`src/rtl/td4_prog_loader.sv`:
```
// TD4 program store: 16-byte instruction memory loaded through a slow asynchronous
// strobe interface, read combinationally by the core's pc while in RUN.
module td4_prog_loader #(
  parameter int SYNC_STAGES = 2
) (
  input  logic       clk,
  input  logic       rst_n,
  input  logic       prog_en,
  input  logic       wr_strobe,
  input  logic [7:0] wr_data,
  input  logic [3:0] pc,
  output logic [3:0] opcode,
  output logic [3:0] immediate,
  output logic       cpu_rst_n,
  output logic [3:0] load_addr,
  output logic [4:0] word_count
);

  typedef enum logic [2:0] {
    ST_IDLE = 3'b001,
    ST_LOAD = 3'b010,
    ST_RUN  = 3'b100
  } state_t;

  logic [SYNC_STAGES-1:0] prog_sync_r;
  logic [SYNC_STAGES-1:0] strb_sync_r;
  logic                   strb_prev_r;
  logic                   prog_req_s;
  logic                   strobe_pulse_s;
  logic                   write_en_s;
  state_t                 state_r;
  logic [3:0]             load_addr_r;
  logic [4:0]             word_count_r;
  logic [7:0]             mem_r [16];
  logic [7:0]             rd_byte_s;

  // Synchronize the asynchronous pins and keep the previous strobe for edge detect
  always_ff @(posedge clk or negedge rst_n) begin
    if (!rst_n) begin
      prog_sync_r <= '0;
      strb_sync_r <= '0;
      strb_prev_r <= 1'b0;
    end else begin
      prog_sync_r <= {prog_sync_r[SYNC_STAGES-2:0], prog_en};
      strb_sync_r <= {strb_sync_r[SYNC_STAGES-2:0], wr_strobe};
      strb_prev_r <= strb_sync_r[SYNC_STAGES-1];
    end
  end

  assign prog_req_s     = prog_sync_r[SYNC_STAGES-1];
  assign strobe_pulse_s = strb_sync_r[SYNC_STAGES-1] & ~strb_prev_r;
  // A pulse landing on the LOAD->RUN edge is still taken because the state is still LOAD.
  assign write_en_s     = (state_r == ST_LOAD) & strobe_pulse_s;

  // Mode state machine with the load address and saturating byte counter
  always_ff @(posedge clk or negedge rst_n) begin
    if (!rst_n) begin
      state_r      <= ST_IDLE;
      load_addr_r  <= 4'd0;
      word_count_r <= 5'd0;
    end else begin
      case (state_r)
        ST_IDLE: begin
          if (prog_req_s) begin
            state_r      <= ST_LOAD;
            load_addr_r  <= 4'd0;
            word_count_r <= 5'd0;
          end else begin
            state_r <= ST_RUN;
          end
        end
        ST_LOAD: begin
          if (strobe_pulse_s) begin
            load_addr_r <= load_addr_r + 4'd1;
            if (word_count_r != 5'd16) begin
              word_count_r <= word_count_r + 5'd1;
            end else begin
              word_count_r <= word_count_r;
            end
          end else begin
            load_addr_r <= load_addr_r;
          end
          if (!prog_req_s) begin
            state_r <= ST_RUN;
          end else begin
            state_r <= ST_LOAD;
          end
        end
        ST_RUN: begin
          if (prog_req_s) begin
            state_r      <= ST_LOAD;
            load_addr_r  <= 4'd0;
            word_count_r <= 5'd0;
          end else begin
            state_r <= ST_RUN;
          end
        end
        default: begin
          state_r      <= ST_IDLE;
          load_addr_r  <= 4'd0;
          word_count_r <= 5'd0;
        end
      endcase
    end
  end

  // Instruction storage; every entry resets to ADD A,0
  always_ff @(posedge clk or negedge rst_n) begin
    if (!rst_n) begin
      for (int i = 0; i < 16; i++) begin
        mem_r[i] <= 8'h00;
      end
    end else if (write_en_s) begin
      mem_r[load_addr_r] <= wr_data;
    end
  end

  // Zero-latency instruction fetch, forced to zero unless the core is running
  always_comb begin
    rd_byte_s = 8'h00;
    if (state_r == ST_RUN) begin
      rd_byte_s = mem_r[pc];
    end else begin
      rd_byte_s = 8'h00;
    end
  end

  assign opcode     = rd_byte_s[7:4];
  assign immediate  = rd_byte_s[3:0];
  assign cpu_rst_n  = (state_r == ST_RUN);
  assign load_addr  = load_addr_r;
  assign word_count = word_count_r;

endmodule
```
`config.mk`:
```
export PLATFORM = sky130hd
export DESIGN_NAME = td4_prog_loader
export DESIGN_NICKNAME = d
export VERILOG_FILES = /design/src/rtl/td4_prog_loader.sv
export SDC_FILE = /design/constraint.sdc
export NUM_CORES = 1
export LEC_CHECK = 0
export CELL_PAD_IN_SITES_DETAIL_PLACEMENT = 1
export CELL_PAD_IN_SITES_GLOBAL_PLACEMENT = 2
export CORE_ASPECT_RATIO = 0.5
export CORE_MARGIN = 2
export CORE_UTILIZATION = 40
export CTS_BUF_LIST = sky130_fd_sc_hd__clkbuf_16
export CTS_CLUSTER_DIAMETER = 40
export DETAILED_ROUTE_END_ITERATION = 16
export PLACE_DENSITY_LB_ADDON = 0.1
export RECOVER_POWER = 25
export SLEW_MARGIN = 0
export SYNTH_ARGS = -nofsm -noshare
export SYNTH_HDL_FRONTEND = slang
export SYNTH_SLANG_ARGS = --single-unit
```
`constraint.sdc`:
```
create_clock -name clk -period 2 [get_ports clk]
set_input_delay 0.2 -clock clk [delete_from_list [all_inputs] [get_ports clk]]
set_output_delay 0.2 -clock clk [all_outputs]
set_load 0.02 [all_outputs]
```
==> impl_metrics.csv <==
group,metric,value,unit
critical_path,critical_path.n_buffers_inverters,2,
global_route,grt_pass1_vias,4518,
power_and_ir_drop,power_frac_seq,42.4,%
global_route,wire_length_of_the_first_global_routing_pass,26.8,mm
final_layout,layoutNonFillerInstCount,752,
synthesis,synthTopCellsByCount,"sky130_fd_sc_hd__dfrtp_1, sky130_fd_sc_hd__mux2_2, sky130_fd_sc_hd__mux4_2",
synthesis,yosys.cell_types.count,38,
hold_path,hold-path-cell-count,1,
synthesis,avgSynthCellArea,15.3,um2
synthesis,synth_area_leaders,"sky130_fd_sc_hd__dfrtp_1, sky130_fd_sc_hd__mux2_2, sky130_fd_sc_hd__mux4_2",
critical_path,worst-endpoint-arrival,1.85,ns
critical_path,path_cells,"mux4_2 > mux2i_1 > buf_4 > o22ai_4 > buf_6",
drt,routed-wl-met3,570,um
run_status,failed_checks,"negative setup slack",
clock_network,cts-buffers-inserted,17,
sta,period_needed,2.05,ns
synthesis,netlist_instances,438,
critical_path,cpLargestDelayFamily,"multiplexers",
hold_path,hold_path_startpoint,"wr_strobe",
sta,rsz_0062_raised_after_global_routing,"true",
synthesis,synth_top_area_share,53.8,%
critical_path,worst_path_max_delay_cell,"sky130_fd_sc_hd__mux4_2",
critical_path,worst_r2r_endpoint,"mem_r[123]$_DFFE_PN0P_",
drt,routed_wire_length_per_instance,23.3,um
critical_path,critPathRequiredTime,1.80,ns
global_route,grt-ovfl-total,0,
sta,timing_hold_violations_final,0,
flow_run,max-cap-violations,0,
drt,met2RoutedLength,8.66,mm
clock_network,worstSkewPairLatency,0.42,ns
critical_path,critical_path.startpoint_type,"flip-flop",
sta,final_critical_path_setup_slack,-0.0543,ns
clock_network,cts.htree.levels,4,
place,place.gp.congestion,0.739,
power_and_ir_drop,power_frac_comb,16.0,%
critical_path,critical_path.max_stage_delay,0.48,ns
sta,timing.clock.skew,0.00532,ns
critical_path,crit_path_max_fo,2,
sta,max_slew_margin,20.9,%
power_and_ir_drop,pwrdens,896,nW/um2
synthesis,async_flop_share,100,%
synthesis,synth_seq_cells,145,
floorplan,coreArea,16400,um2
critical_path,critPathCaptureType,"primary output",
floorplan,chipHeight,95.5,um
synthesis,yosysTopAreaCell,"sky130_fd_sc_hd__dfrtp_1",
sta,tightestPinTransition,1.19,ns
critical_path,critical_path_class,"flip-flop to primary output",
final_layout,final_layout_size_suffix_gt1_share,52.8,%
power_and_ir_drop,cell_internal_pwr,5.73,mW
synthesis,post_syn_area,6700,um2
floorplan,initial_cell_density_of_the_core,40.9,%
critical_path,timing.rr.start,"state_r[1]$_DFF_PN0_",
drt,top_signal_layer_used,"met4",
synthesis,ys_seq_area_share,54.2,%
drt,drt_wl_total,17.5,mm
final_layout,insertedDiodeCount,0,
synthesis,postSynthNetCount,460,
floorplan,placementRows,33,
drt,via_density_per_instance,5.36,
hold_path,timing.hold.worst_endpoint,"strb_sync_r[0]$_DFF_PN0_",
synthesis,synth_enable_flop_cells,0,
power_and_ir_drop,leakage_power,3.85,nW
place,hpwl,11.7,mm
drt,drc,0,
clock_network,cts_tree,"yes",
clock_network,clock_path_buffers,2,
power_and_ir_drop,power.ir.vdd_worst,0.608,mV
drt,route.antenna.remaining_nets,0,
run_status,status,"finished with violations",
power_and_ir_drop,power.switching,1.98,mW
hold_path,hold_path.class,"input port to flip-flop",
sta,timing.fmax,487,MHz
global_route,track_usage,20.9,%
sta,fin_crit_sh,103,%
clock_network,worst_setup_hold_path_clk_slew,0.06,ns
drt,post_route_m1_wl,8.12,mm
critical_path,reg2reg_setup_slack,0.04,ns
clock_network,clkSinkCount,145,
drt,first_iter_violations,211,
final_layout,area.growth.synth_to_final,28.4,%
synthesis,yosys.cell_count.top_type,"sky130_fd_sc_hd__dfrtp_1",
final_layout,net_count_final,535,
floorplan,die-width,187,um
place,placedCellCount,710,
power_and_ir_drop,clock_power_share,41.6,%
sta,timing.final.max_slew_violations,0,
drt,vias,4033,
floorplan,pin_count,34,
power_and_ir_drop,netSwitchingFraction,25.7,%
place,buffer_ports.inserted,33,
synthesis,ys_warn_count,0,
drt,drt-pass1-iter-count,4,
sta,setup_violations,1,
global_route,grt_start_max_net_pins,51,
global_route,initial_antenna_violation_count,0,
synthesis,synth_ff_type,"sky130_fd_sc_hd__dfrtp_1",
power_and_ir_drop,power.total,7.71,mW
clock_network,clockRootBuffer,"sky130_fd_sc_hd__clkbuf_16",
critical_path,r2r.worst_path.cells,7,
floorplan,floorplan.die_area,17900,um2
what timing repair did:
action / CTS / global route
hold buffers: 1 / 0
setup endpoints to repair: 76 / 89
endpoints found under the hold margin: 110 / 0
pin swaps: 0 / 4
gates cloned: 1 / 0
resized for setup: 53 / 34
buffers inserted: 1 / 8
registers in the layout, summed over array words and instances (netlist names):
signal	cells
mem_r	128
word_count	5
load_addr	4
state_r	3
prog_sync_r	2
strb_sync_r	2
strb_prev_r	1
power groups by stage:
stage          logic, mW  registers (mW)  clock network [mW]
6_report            1.23            3.27                3.21
5_1_grt             1.32            3.29                3.41
4_1_cts             1.11            3.27                3.28
3_5_place_dp        1.08            3.32                   0
3_3_place_gp        1.03            3.29                   0
2_1_floorplan      0.606            3.30                   0
kinds of logic after synthesis:
family                     synth area share [%]
DFF                                        54.2
muxes                                      34.7
adders and majority gates                  1.12
xor gates and xnor gates                  0.261
and+or+nand+nor                            4.80
AOI/OAI and AO/OA                          2.32
buffers and inverters                      2.69
routing by layer:
metal  track usage (%)  up-vias
li1                  -     1770
met1              27.2     2192
met2              35.6       57
met3              4.82       14
met4              6.22        0
met5                 0        -
worst max-delay path by stage:
| stage | end | cells past startpoint | from |
|---|---|---|---|
| after global placement | opcode[2] | 6 | pc[1] |
| after floorplan | immediate[1] | 3 | state_r[1]$_DFF_PN0_ |
| final | opcode[0] | 5 | mem_r[28]$_DFFE_PN0P_ |
| after detailed placement | opcode[2] | 6 | pc[1] |
| after global routing | opcode[0] | 5 | mem_r[28]$_DFFE_PN0P_ |
| after CTS | mem_r[113]$_DFFE_PN0P_ | 6 | state_r[2]$_DFF_PN0_ |
cell usage in the layout, fill, tap and decap left out, types with 2 or more instances in the layout:
cell type	n
sky130_fd_sc_hd__o22ai_1	5
sky130_fd_sc_hd__buf_6	9
sky130_fd_sc_hd__clkinvlp_4	2
sky130_fd_sc_hd__o22ai_4	2
sky130_fd_sc_hd__nand2b_1	3
sky130_fd_sc_hd__o22ai_2	2
sky130_fd_sc_hd__mux2_2	126
sky130_fd_sc_hd__mux4_2	32
sky130_fd_sc_hd__clkinv_4	3
sky130_fd_sc_hd__dlygate4sd3_1	3
sky130_fd_sc_hd__nand2_8	3
sky130_fd_sc_hd__clkbuf_16	17
sky130_fd_sc_hd__dfrtp_1	143
sky130_fd_sc_hd__nand3_1	3
sky130_fd_sc_hd__buf_4	35
sky130_fd_sc_hd__dlygate4sd2_1	2
sky130_fd_sc_hd__nand2_1	7
sky130_fd_sc_hd__bufinv_16	3
sky130_fd_sc_hd__clkinv_1	2
sky130_fd_sc_hd__nor2b_1	4
sky130_fd_sc_hd__buf_12	17
sky130_fd_sc_hd__o21a_1	2
sky130_fd_sc_hd__inv_6	2
sky130_fd_sc_hd__inv_1	7
sky130_fd_sc_hd__o21ai_0	6
sky130_fd_sc_hd__mux2i_1	7
sky130_fd_sc_hd__nor4_4	3
sky130_fd_sc_hd__and3_1	4
sky130_fd_sc_hd__nor2_1	6
sky130_fd_sc_hd__mux2i_2	2
sky130_fd_sc_hd__and4b_1	2
sky130_fd_sc_hd__ha_1	6
sky130_fd_sc_hd__clkdlybuf4s50_1	19
sky130_fd_sc_hd__or3_1	2
sky130_fd_sc_hd__and4_1	3
sky130_fd_sc_hd__a21oi_1	2
sky130_fd_sc_hd__mux2i_4	7
stage by stage:
stage / setup slack (ns) / hold slack [ns] / utilization, % / cell area (um2) / TNS [ns]
2_1_floorplan: 0.0160 / -0.0956 / - / 6700 / 0
3_3_place_gp: -0.459 / 0.0549 / 46.8 / 7670 / -4.25
3_5_place_dp: -0.471 / 0.0608 / 46.8 / 7670 / -5.09
4_1_cts: -0.0682 / 0.190 / 50.9 / 8350 / -1.37
5_1_grt: -0.111 / 0.342 / 52.5 / 8610 / -2.19
6_report: -0.0543 / 0.343 / 52.5 / 8610 / -0.0543
final cells by class:
type / count / area [um2]
clock buffer: 17 / 425
clock inverter: 14 / 165
fill: 1583 / 7790
inverter: 6 / 22.5
multi-input combinational: 255 / 3090
sequential: 145 / 3630
tap: 227 / 284
timing repair buffer: 88 / 983
Power figures use the tool's default switching activity.
